===== config.mk =====
export PLATFORM = sky130hd
export DESIGN_NAME = tmr_scrub_arbiter_flat
export DESIGN_NICKNAME = d
export VERILOG_FILES = /design/src/rtl/tmr_scrub_arbiter_if.sv /design/src/rtl/tmr_scrub_arbiter.sv /design/src/flat_wrapper.sv
export SDC_FILE = /design/constraint.sdc
export NUM_CORES = 1
export LEC_CHECK = 0
export CORE_ASPECT_RATIO = 1.75
export CORE_MARGIN = 2
export CORE_UTILIZATION = 35
export DETAILED_ROUTE_END_ITERATION = 10
export GPL_TIMING_DRIVEN = 0
export PLACE_DENSITY = 0.57
export SLEW_MARGIN = 20
export SYNTH_ARGS = -nofsm -noshare
export SYNTH_HDL_FRONTEND = slang
export SYNTH_SLANG_ARGS = --single-unit

===== constraint.sdc =====
create_clock -name clk -period 6.48 [get_ports clk]
set_input_delay 0.648 -clock clk [delete_from_list [all_inputs] [get_ports clk]]
set_output_delay 0.648 -clock clk [all_outputs]
set_load 0.01 [all_outputs]

===== src/rtl/tmr_scrub_arbiter_if.sv =====
// Port bundle between the host/TMR-memory side and the scrub arbiter.
// The arbiter connects through the slave modport; the environment uses master.
interface tmr_scrub_arbiter_if #(
  parameter int AW = 6,
  parameter int DW = 8
);
  logic          host_req;
  logic          host_we;
  logic [AW-1:0] host_addr;
  logic [DW-1:0] host_wdata;
  logic          host_gnt;
  logic          host_rvalid;
  logic [DW-1:0] host_rdata;
  logic          mem_we;
  logic          mem_re;
  logic [AW-1:0] mem_addr;
  logic [DW-1:0] mem_wdata;
  logic [DW-1:0] mem_rdata;
  logic          mem_mismatch;

  modport slave (
    input  host_req, host_we, host_addr, host_wdata, mem_rdata, mem_mismatch,
    output host_gnt, host_rvalid, host_rdata, mem_we, mem_re, mem_addr, mem_wdata
  );

  modport master (
    output host_req, host_we, host_addr, host_wdata, mem_rdata, mem_mismatch,
    input  host_gnt, host_rvalid, host_rdata, mem_we, mem_re, mem_addr, mem_wdata
  );
endinterface


===== src/rtl/tmr_scrub_arbiter.sv =====
// Single-port arbiter between host traffic and a background scrubber for a
// TMR memory. The scrubber sweeps all addresses with reads and writes the
// voted word back whenever the voter flags a replica mismatch.
module tmr_scrub_arbiter #(
  parameter int AW             = 6,
  parameter int DW             = 8,
  parameter int SCRUB_INTERVAL = 200,
  parameter int STARVE_MAX     = 8,
  parameter int CW             = 16
) (
  input  logic                  clk,
  input  logic                  rst_n,
  input  logic                  scrub_en,
  tmr_scrub_arbiter_if.slave    bus,
  output logic                  scrub_busy,
  output logic                  sweep_done,
  output logic [CW-1:0]         err_count,
  output logic [CW-1:0]         sweep_count
);
  localparam int IW = (SCRUB_INTERVAL > 1) ? $clog2(SCRUB_INTERVAL) : 1;
  localparam int SW = $clog2(STARVE_MAX + 1);
  localparam logic [IW-1:0] IVL_LAST   = IW'(SCRUB_INTERVAL - 1);
  localparam logic [SW-1:0] STARVE_LIM = SW'(STARVE_MAX);

  typedef enum logic [1:0] {IDLE, RD, CHK, WB} state_t;

  state_t        state, state_nx;
  logic [IW-1:0] ivl_cnt;
  logic [AW-1:0] scrub_addr;
  logic [SW-1:0] starve_cnt;
  logic [DW-1:0] wb_data;
  logic          scrub_want, scrub_gnt, host_win, cancel, advance;

  assign bus.host_gnt   = host_win;
  assign bus.host_rdata = bus.mem_rdata;
  assign scrub_busy     = (state != IDLE);

  // State register.
  always_ff @(posedge clk) begin
    if (!rst_n) state <= IDLE;
    else        state <= state_nx;
  end

  // Arbitration, next-state selection and the memory port mux.
  always_comb begin
    scrub_want = rst_n && (state == RD || state == WB);
    scrub_gnt  = scrub_want && (!bus.host_req || starve_cnt == STARVE_LIM);
    host_win   = rst_n && bus.host_req && !scrub_gnt;
    // A newer host write to the address under repair makes the write-back stale.
    cancel     = host_win && bus.host_we && (bus.host_addr == scrub_addr) &&
                 (state == CHK || state == WB);
    advance    = 1'b0;
    state_nx   = state;
    case (state)
      IDLE: if (scrub_en && ivl_cnt == IVL_LAST) state_nx = RD;
      RD:   if (scrub_gnt) state_nx = CHK;
      CHK:  if (bus.mem_mismatch && !cancel) state_nx = WB;
            else advance = 1'b1;
      WB:   if (scrub_gnt || cancel) advance = 1'b1;
      default: state_nx = IDLE;
    endcase
    if (advance) state_nx = (!scrub_en || scrub_addr == '1) ? IDLE : RD;

    bus.mem_we    = 1'b0;
    bus.mem_re    = 1'b0;
    bus.mem_addr  = '0;
    bus.mem_wdata = '0;
    if (scrub_gnt) begin
      bus.mem_re   = (state == RD);
      bus.mem_we   = (state == WB);
      bus.mem_addr = scrub_addr;
      if (state == WB) bus.mem_wdata = wb_data;
    end else if (host_win) begin
      bus.mem_re   = !bus.host_we;
      bus.mem_we   = bus.host_we;
      bus.mem_addr = bus.host_addr;
      if (bus.host_we) bus.mem_wdata = bus.host_wdata;
    end
  end

  // Sweep bookkeeping, starvation counter, statistics and host read valid.
  always_ff @(posedge clk) begin
    if (!rst_n) begin
      ivl_cnt         <= '0;
      scrub_addr      <= '0;
      starve_cnt      <= '0;
      wb_data         <= '0;
      err_count       <= '0;
      sweep_count     <= '0;
      sweep_done      <= 1'b0;
      bus.host_rvalid <= 1'b0;
    end else begin
      sweep_done      <= 1'b0;
      bus.host_rvalid <= host_win && !bus.host_we;

      if (state == IDLE) begin
        if (!scrub_en || ivl_cnt == IVL_LAST) ivl_cnt <= '0;
        else                                  ivl_cnt <= ivl_cnt + 1'b1;
        if (state_nx == RD) scrub_addr <= '0;
      end

      if (scrub_gnt)       starve_cnt <= '0;
      else if (scrub_want) starve_cnt <= starve_cnt + 1'b1;

      if (state == CHK) begin
        wb_data <= bus.mem_rdata;
        if (bus.mem_mismatch && err_count != '1) err_count <= err_count + 1'b1;
      end

      if (advance) begin
        ivl_cnt <= '0;
        if (!scrub_en) begin
          scrub_addr <= '0;
        end else if (scrub_addr == '1) begin
          scrub_addr <= '0;
          sweep_done <= 1'b1;
          if (sweep_count != '1) sweep_count <= sweep_count + 1'b1;
        end else begin
          scrub_addr <= scrub_addr + 1'b1;
        end
      end
    end
  end
endmodule


===== src/flat_wrapper.sv =====
// flat-port wrapper written by rule: the top's interface ports become plain ports
module tmr_scrub_arbiter_flat 
#(
  parameter int AW             = 6,
  parameter int DW             = 8,
  parameter int SCRUB_INTERVAL = 200,
  parameter int STARVE_MAX     = 8,
  parameter int CW             = 16
)
  (clk, rst_n, scrub_en, scrub_busy, sweep_done, err_count, sweep_count, bus_host_req, bus_host_we, bus_host_addr, bus_host_wdata, bus_mem_rdata, bus_mem_mismatch, bus_host_gnt, bus_host_rvalid, bus_host_rdata, bus_mem_we, bus_mem_re, bus_mem_addr, bus_mem_wdata);
  tmr_scrub_arbiter_if #(.AW(AW), .DW(DW)) bus_i ();
  input  logic clk;
  input  logic rst_n;
  input  logic scrub_en;
  output logic scrub_busy;
  output logic sweep_done;
  output logic [CW-1:0] err_count;
  output logic [CW-1:0] sweep_count;
  input wire logic [$bits(bus_i.host_req)-1:0] bus_host_req;
  input wire logic [$bits(bus_i.host_we)-1:0] bus_host_we;
  input wire logic [$bits(bus_i.host_addr)-1:0] bus_host_addr;
  input wire logic [$bits(bus_i.host_wdata)-1:0] bus_host_wdata;
  input wire logic [$bits(bus_i.mem_rdata)-1:0] bus_mem_rdata;
  input wire logic [$bits(bus_i.mem_mismatch)-1:0] bus_mem_mismatch;
  output wire logic [$bits(bus_i.host_gnt)-1:0] bus_host_gnt;
  output wire logic [$bits(bus_i.host_rvalid)-1:0] bus_host_rvalid;
  output wire logic [$bits(bus_i.host_rdata)-1:0] bus_host_rdata;
  output wire logic [$bits(bus_i.mem_we)-1:0] bus_mem_we;
  output wire logic [$bits(bus_i.mem_re)-1:0] bus_mem_re;
  output wire logic [$bits(bus_i.mem_addr)-1:0] bus_mem_addr;
  output wire logic [$bits(bus_i.mem_wdata)-1:0] bus_mem_wdata;
  assign bus_i.host_req = bus_host_req;
  assign bus_i.host_we = bus_host_we;
  assign bus_i.host_addr = bus_host_addr;
  assign bus_i.host_wdata = bus_host_wdata;
  assign bus_i.mem_rdata = bus_mem_rdata;
  assign bus_i.mem_mismatch = bus_mem_mismatch;
  assign bus_host_gnt = bus_i.host_gnt;
  assign bus_host_rvalid = bus_i.host_rvalid;
  assign bus_host_rdata = bus_i.host_rdata;
  assign bus_mem_we = bus_i.mem_we;
  assign bus_mem_re = bus_i.mem_re;
  assign bus_mem_addr = bus_i.mem_addr;
  assign bus_mem_wdata = bus_i.mem_wdata;
  tmr_scrub_arbiter #(.AW(AW), .DW(DW), .SCRUB_INTERVAL(SCRUB_INTERVAL), .STARVE_MAX(STARVE_MAX), .CW(CW)) u_core (.clk(clk), .rst_n(rst_n), .scrub_en(scrub_en), .bus(bus_i), .scrub_busy(scrub_busy), .sweep_done(sweep_done), .err_count(err_count), .sweep_count(sweep_count));
endmodule

---- Yosys cells after proc, flatten, opt, wreduce, memory -nomap -nowiden ----
Cells that the tools add are included.
storage, ports and cells
  logic and storage cells ................. 83
  register bits after elaboration ......... 62
cells by class
  equality and inequality tests ........... 10
  add/sub/neg operators ................... 5
  multiplexer cells ....................... 26
  reductions and logical operators ........ 32
  bitwise logic cells ..................... 1
operators with widths
  operator                                              number
  two-way mux 6 bit                                     7
  two-way mux 8 bit                                     5
  adder 16 x 1 -> 16 bit (second input constant)        2
  inequality test 16 bit (second input constant)        2
  logical AND 1 bit                                     11
  adder 8 x 1 -> 8 bit (second input constant)          1
  equality test 8 bit (second input constant)           1
  two-way mux 1 bit                                     8
  two-way mux 2 bit                                     4
  adder 6 x 1 -> 6 bit (second input constant)          1
  equality test 6 bit                                   1
  equality test 6 bit (second input constant)           1
  logical OR 1 bit                                      6
  one-hot mux 2 bit (3 select lines)                    1
  nonzero test 2 bit                                    3
  logical NOT 1 bit                                     5
  adder 4 x 1 -> 4 bit (second input constant)          1
  equality test 2 x 1 -> 1 bit (second input constant)  2
  equality test 2 bit (second input constant)           2
  equality test 4 bit (second input constant)           1
  AND reduction 2 bit                                   2
  AND reduction 4 bit                                   1
  OR reduction 2 bit                                    2
  AND reduction 3 bit                                   1
  3 further kinds                                       3

---- Depth between registers and ports, before layout ----
  word-level depth ........................ 18
  mapped depth ............................ 11
  mapped depth without buffers ............ 8

---- Worst setup path after synthesis ----
No wires, ideal clock.
  path type ............................... input -> output
  from .................................... in rst_n
  to ...................................... out bus_mem_wdata[0]
  slack ................................... 4.139 ns
  stages .................................. 5
  arrival ................................. 1.693 ns
  path buffers ............................ 0
  cells stage by stage .................... inv_2 > a211oi_2 > inv_1 > nor2_1 > a22o_1
on the way
  word-level cells in the longest chain between the ends .. 6
  elaborated cells on any way between the ends .. 7
  classes of those cells .................. mux (2); reduce/logical (5)
ends and longest elaborated chain
  element              RTL line                 RTL
  start: declaration   flat_wrapper.sv:13       input logic rst_n;
  logical AND 1 bit    tmr_scrub_arbiter.sv:46  scrub_want = rst_n && (state == RD || state == WB);
  logical AND 1 bit    tmr_scrub_arbiter.sv:47  scrub_gnt = scrub_want && (!bus.host_req || starve_cnt == STARVE_LIM);
  logical NOT 1 bit    tmr_scrub_arbiter.sv:48  host_win = rst_n && bus.host_req && !scrub_gnt;
  logical AND 1 bit    tmr_scrub_arbiter.sv:48
  two-way mux 8 bit    tmr_scrub_arbiter.sv:73  end else if (host_win) begin
  two-way mux 8 bit *  tmr_scrub_arbiter.sv:68  if (scrub_gnt) begin
  end: declaration     flat_wrapper.sv:31       output wire logic [$bits(bus_i.mem_wdata)-1:0] bus_mem_wdata;
Mark *: on every way between the ends. The rest lies on a longest branch, timed or not.

---- Worst setup path in the final report ----
  from .................................... in rst_n
  to ...................................... out bus_mem_wdata[2]
The elaborated chain is that of the path after synthesis.

==> run metrics <==
outcome complete, no violations; Max Cap Violations 0; Worst slew margin 45.06%; setup violators final 0; Die H 130.1 µm; # diodes 0; Synth area leader dfxtp_1; DR iter-0 viols 127; clock power share 51.5%; fin crit share 63.98%; pwr dens 204.4 nW/µm²; global-route wire length before repair 14630 µm; Post-Syn Instances 379; Num CTS Buffers 9; via count 3050; total track usage 18.89%; DRT Pass-1 Iters 4; GPL Wtd Cong 0.7707; footprint of the multi-input gates 1748 µm²; yosys warns 0; FF/Latch Area 1241 µm²; post-synth cell types 54; async set-or-reset flop fraction in the synthesized netlist 0%; sequential power share 41.8%; Filler cells 890; clk_skew 0.002820 ns; synthesis-to-layout area growth 41.21%; WHS Path Cells 2; Die Area 9900 µm²; later-pin clock latency in the skew report 0.33 ns; worst hold-check path type flop to flop; number of synthesized register bits 62; syn nets 413; Hold-fix buffers, CTS 0; Int Pwr 731.4 µW; Worst Path Required 5.83 ns; chip width 76.08 µm; vias per cell 5.083; Avg Cell Area, Syn 8.395 µm²; number of global-route vias before repair 3065; Combinational Power Share 6.7%; sw power 187.2 µW; Area contributors post-synth dfxtp_1 39%, xor2_1 5.2%, nand2_1 5.2%, nor2_1 4.4%, a21oi_1 3.8%; Leak 1.558 nW; initial cell density of the core 35.44%; Worst setup EP type output port; Critical Setup Path Class input port to output port; RSZ-0062 raised after global routing false; Yosys top cell area share 39.01%; Net Sw Frac 20.38%; final hold viol count 0; GRT overflow 0; Max Fanout on Critical Path 9; Arr. time, crit path 3.50 ns; number of synthesized flops with an enable pin 0; Worst VDD drop 130.6 µV; HPWL Detailed 6831 µm; WHS 0.4542 ns; setup_tns 0 ns; most common cell after layout, fill and taps aside clkdlybuf4s50_1; CORE AREA 8979 µm²; Slew Viols, Final 0; Synth Cell Area 3182 µm²; critical path launch point type input port; Worst Max-Slew Pin Slew 0.8113 ns; prevailing post-synth register cell dfxtp_1; drt drc 0; Root Driver clkbuf_16; Util after Layout 50.04%; PostCTS Resize Cnt 0; share of cells above drive strength 1 7.917%; Final ANT Viol Nets 0; # rows 46; pin count of the biggest net entering global routing 11; antenna violations before repair 0; CTS tree yes; clk slew on worst S/H paths 0.05 ns; htree depth 3; Final Critical Period 4.146 ns; WL per Instance 14.87 µm; # clock sinks 62; f_max 0.2412 GHz; io pins 88; sequential area share after synthesis 39.01%; Max Root-Sink Buffers 2; R2R depth 10; postcts setup bufs 0; routed wire length 8921 µm; Net count, final 511; commonest non-fill, non-tap cells in the layout 87 x clkdlybuf4s50_1, 62 x dfxtp_1, 44 x nand2_1; I/O Buffers 87
-- through the flow --
step	instance area (µm²)	setup WS (ns)	power [mW]	std cells
3_3_place_gp	4203	2.225	0.4531	586
5_1_grt	4493	2.104	0.9521	600
3_5_place_dp	4203	2.245	0.4533	586
4_1_cts	4493	2.242	0.9335	600
6_report	4493	2.334	0.9185	600
2_1_floorplan	3182	4.139	0.4138	379
-- registers in the layout, summed over array words and instances (netlist names) --
name	cells
u_core.wb_data	8
u_core.bus.host_rvalid	1
u_core.starve_cnt	4
u_core.scrub_addr	6
u_core.ivl_cnt	8
u_core.err_count	16
u_core.sweep_done	1
u_core.sweep_count	16
u_core.state	2
-- kinds of logic after synthesis --
| group | count (synthesis) | synth area share [%] |
|---|---|---|
| buffers and inverters | 39 | 6.056 |
| adder cells (fa/ha/maj) | 6 | 2.359 |
| XOR/XNOR | 31 | 8.533 |
| AND/OR/NAND/NOR | 163 | 26.31 |
| AO/OA/AOI/OAI | 73 | 16.16 |
| multiplexers | 5 | 1.573 |
| flip-flops | 62 | 39.01 |
-- critical path: stages --
cell	delay, ns
clkdlybuf4s50_1	0.66
inv_2	0.15
a211oi_2	0.44
inv_1	0.23
nor2_1	0.56
a22o_1	0.22
clkdlybuf4s50_1	0.58
-- cell type report --
class                           instances  share of cell area (%)
Multi-Input combinational cell        278                   38.90
Sequential cell                        62                   27.62
Timing Repair Buffer                   87                   19.38
Clock buffer                           13                   5.792
Tap cell                              120                   3.342
Buffer                                 19                   2.618
Inverter                               20                   1.671
Clock inverter                          1                  0.6683
-- power by group through the flow --
stage	registers [mW]	clock network, mW	logic (mW)
finish	0.384	0.473	0.0614
global route	0.383	0.503	0.0661
CTS	0.383	0.488	0.0624
detailed placement	0.391	0	0.0619
global placement	0.391	0	0.0617
floorplan	0.391	0	0.0225
-- synth_stat cells, types with 2 or more instances --
cell type  number
clkbuf_1        5
inv_1          17
and3_1          5
dfxtp_1        62
and4_1          4
nand3_1        17
nand2_1        44
and2_1          5
nor4_1          3
o21ai_0         9
nor2b_1         2
nor2_1         37
ha_1            6
buf_2           4
xnor2_1        12
o31ai_1         7
a21o_1          2
mux2i_1         5
nor3_1          3
or4_1           6
buf_4           9
inv_2           2
nand3b_1        2
o21ai_1         5
nand4_1        15
a22o_1         11
xor2_1         19
a21oi_1        24
or2_2           2
o21bai_1        2
o22ai_1         2
a31oi_1         2
nand2b_1        4
or3_1           5
-- per-layer routing --
layer	wire [µm]	track usage (%)	share of wire, %
met3	222	2.559	2.5
met2	4959	36.24	56
met1	3456	19.26	39
met4	282	11.98	3.2
met5	0	0	0
-- worst paths after layout --
path | from | end | slack, ns
worst max-delay path | rst_n | bus_mem_wdata[2] | 2.33
worst min-delay path | u_core.wb_data[4] | u_core.wb_data[4] | 0.45
worst max register to register | u_core.starve_cnt[0] | u_core.sweep_count[1] | 4.04
worst min register to register | u_core.wb_data[4] | u_core.wb_data[4] | 0.45
No activity file was read; power rests on OpenSTA's default activity.
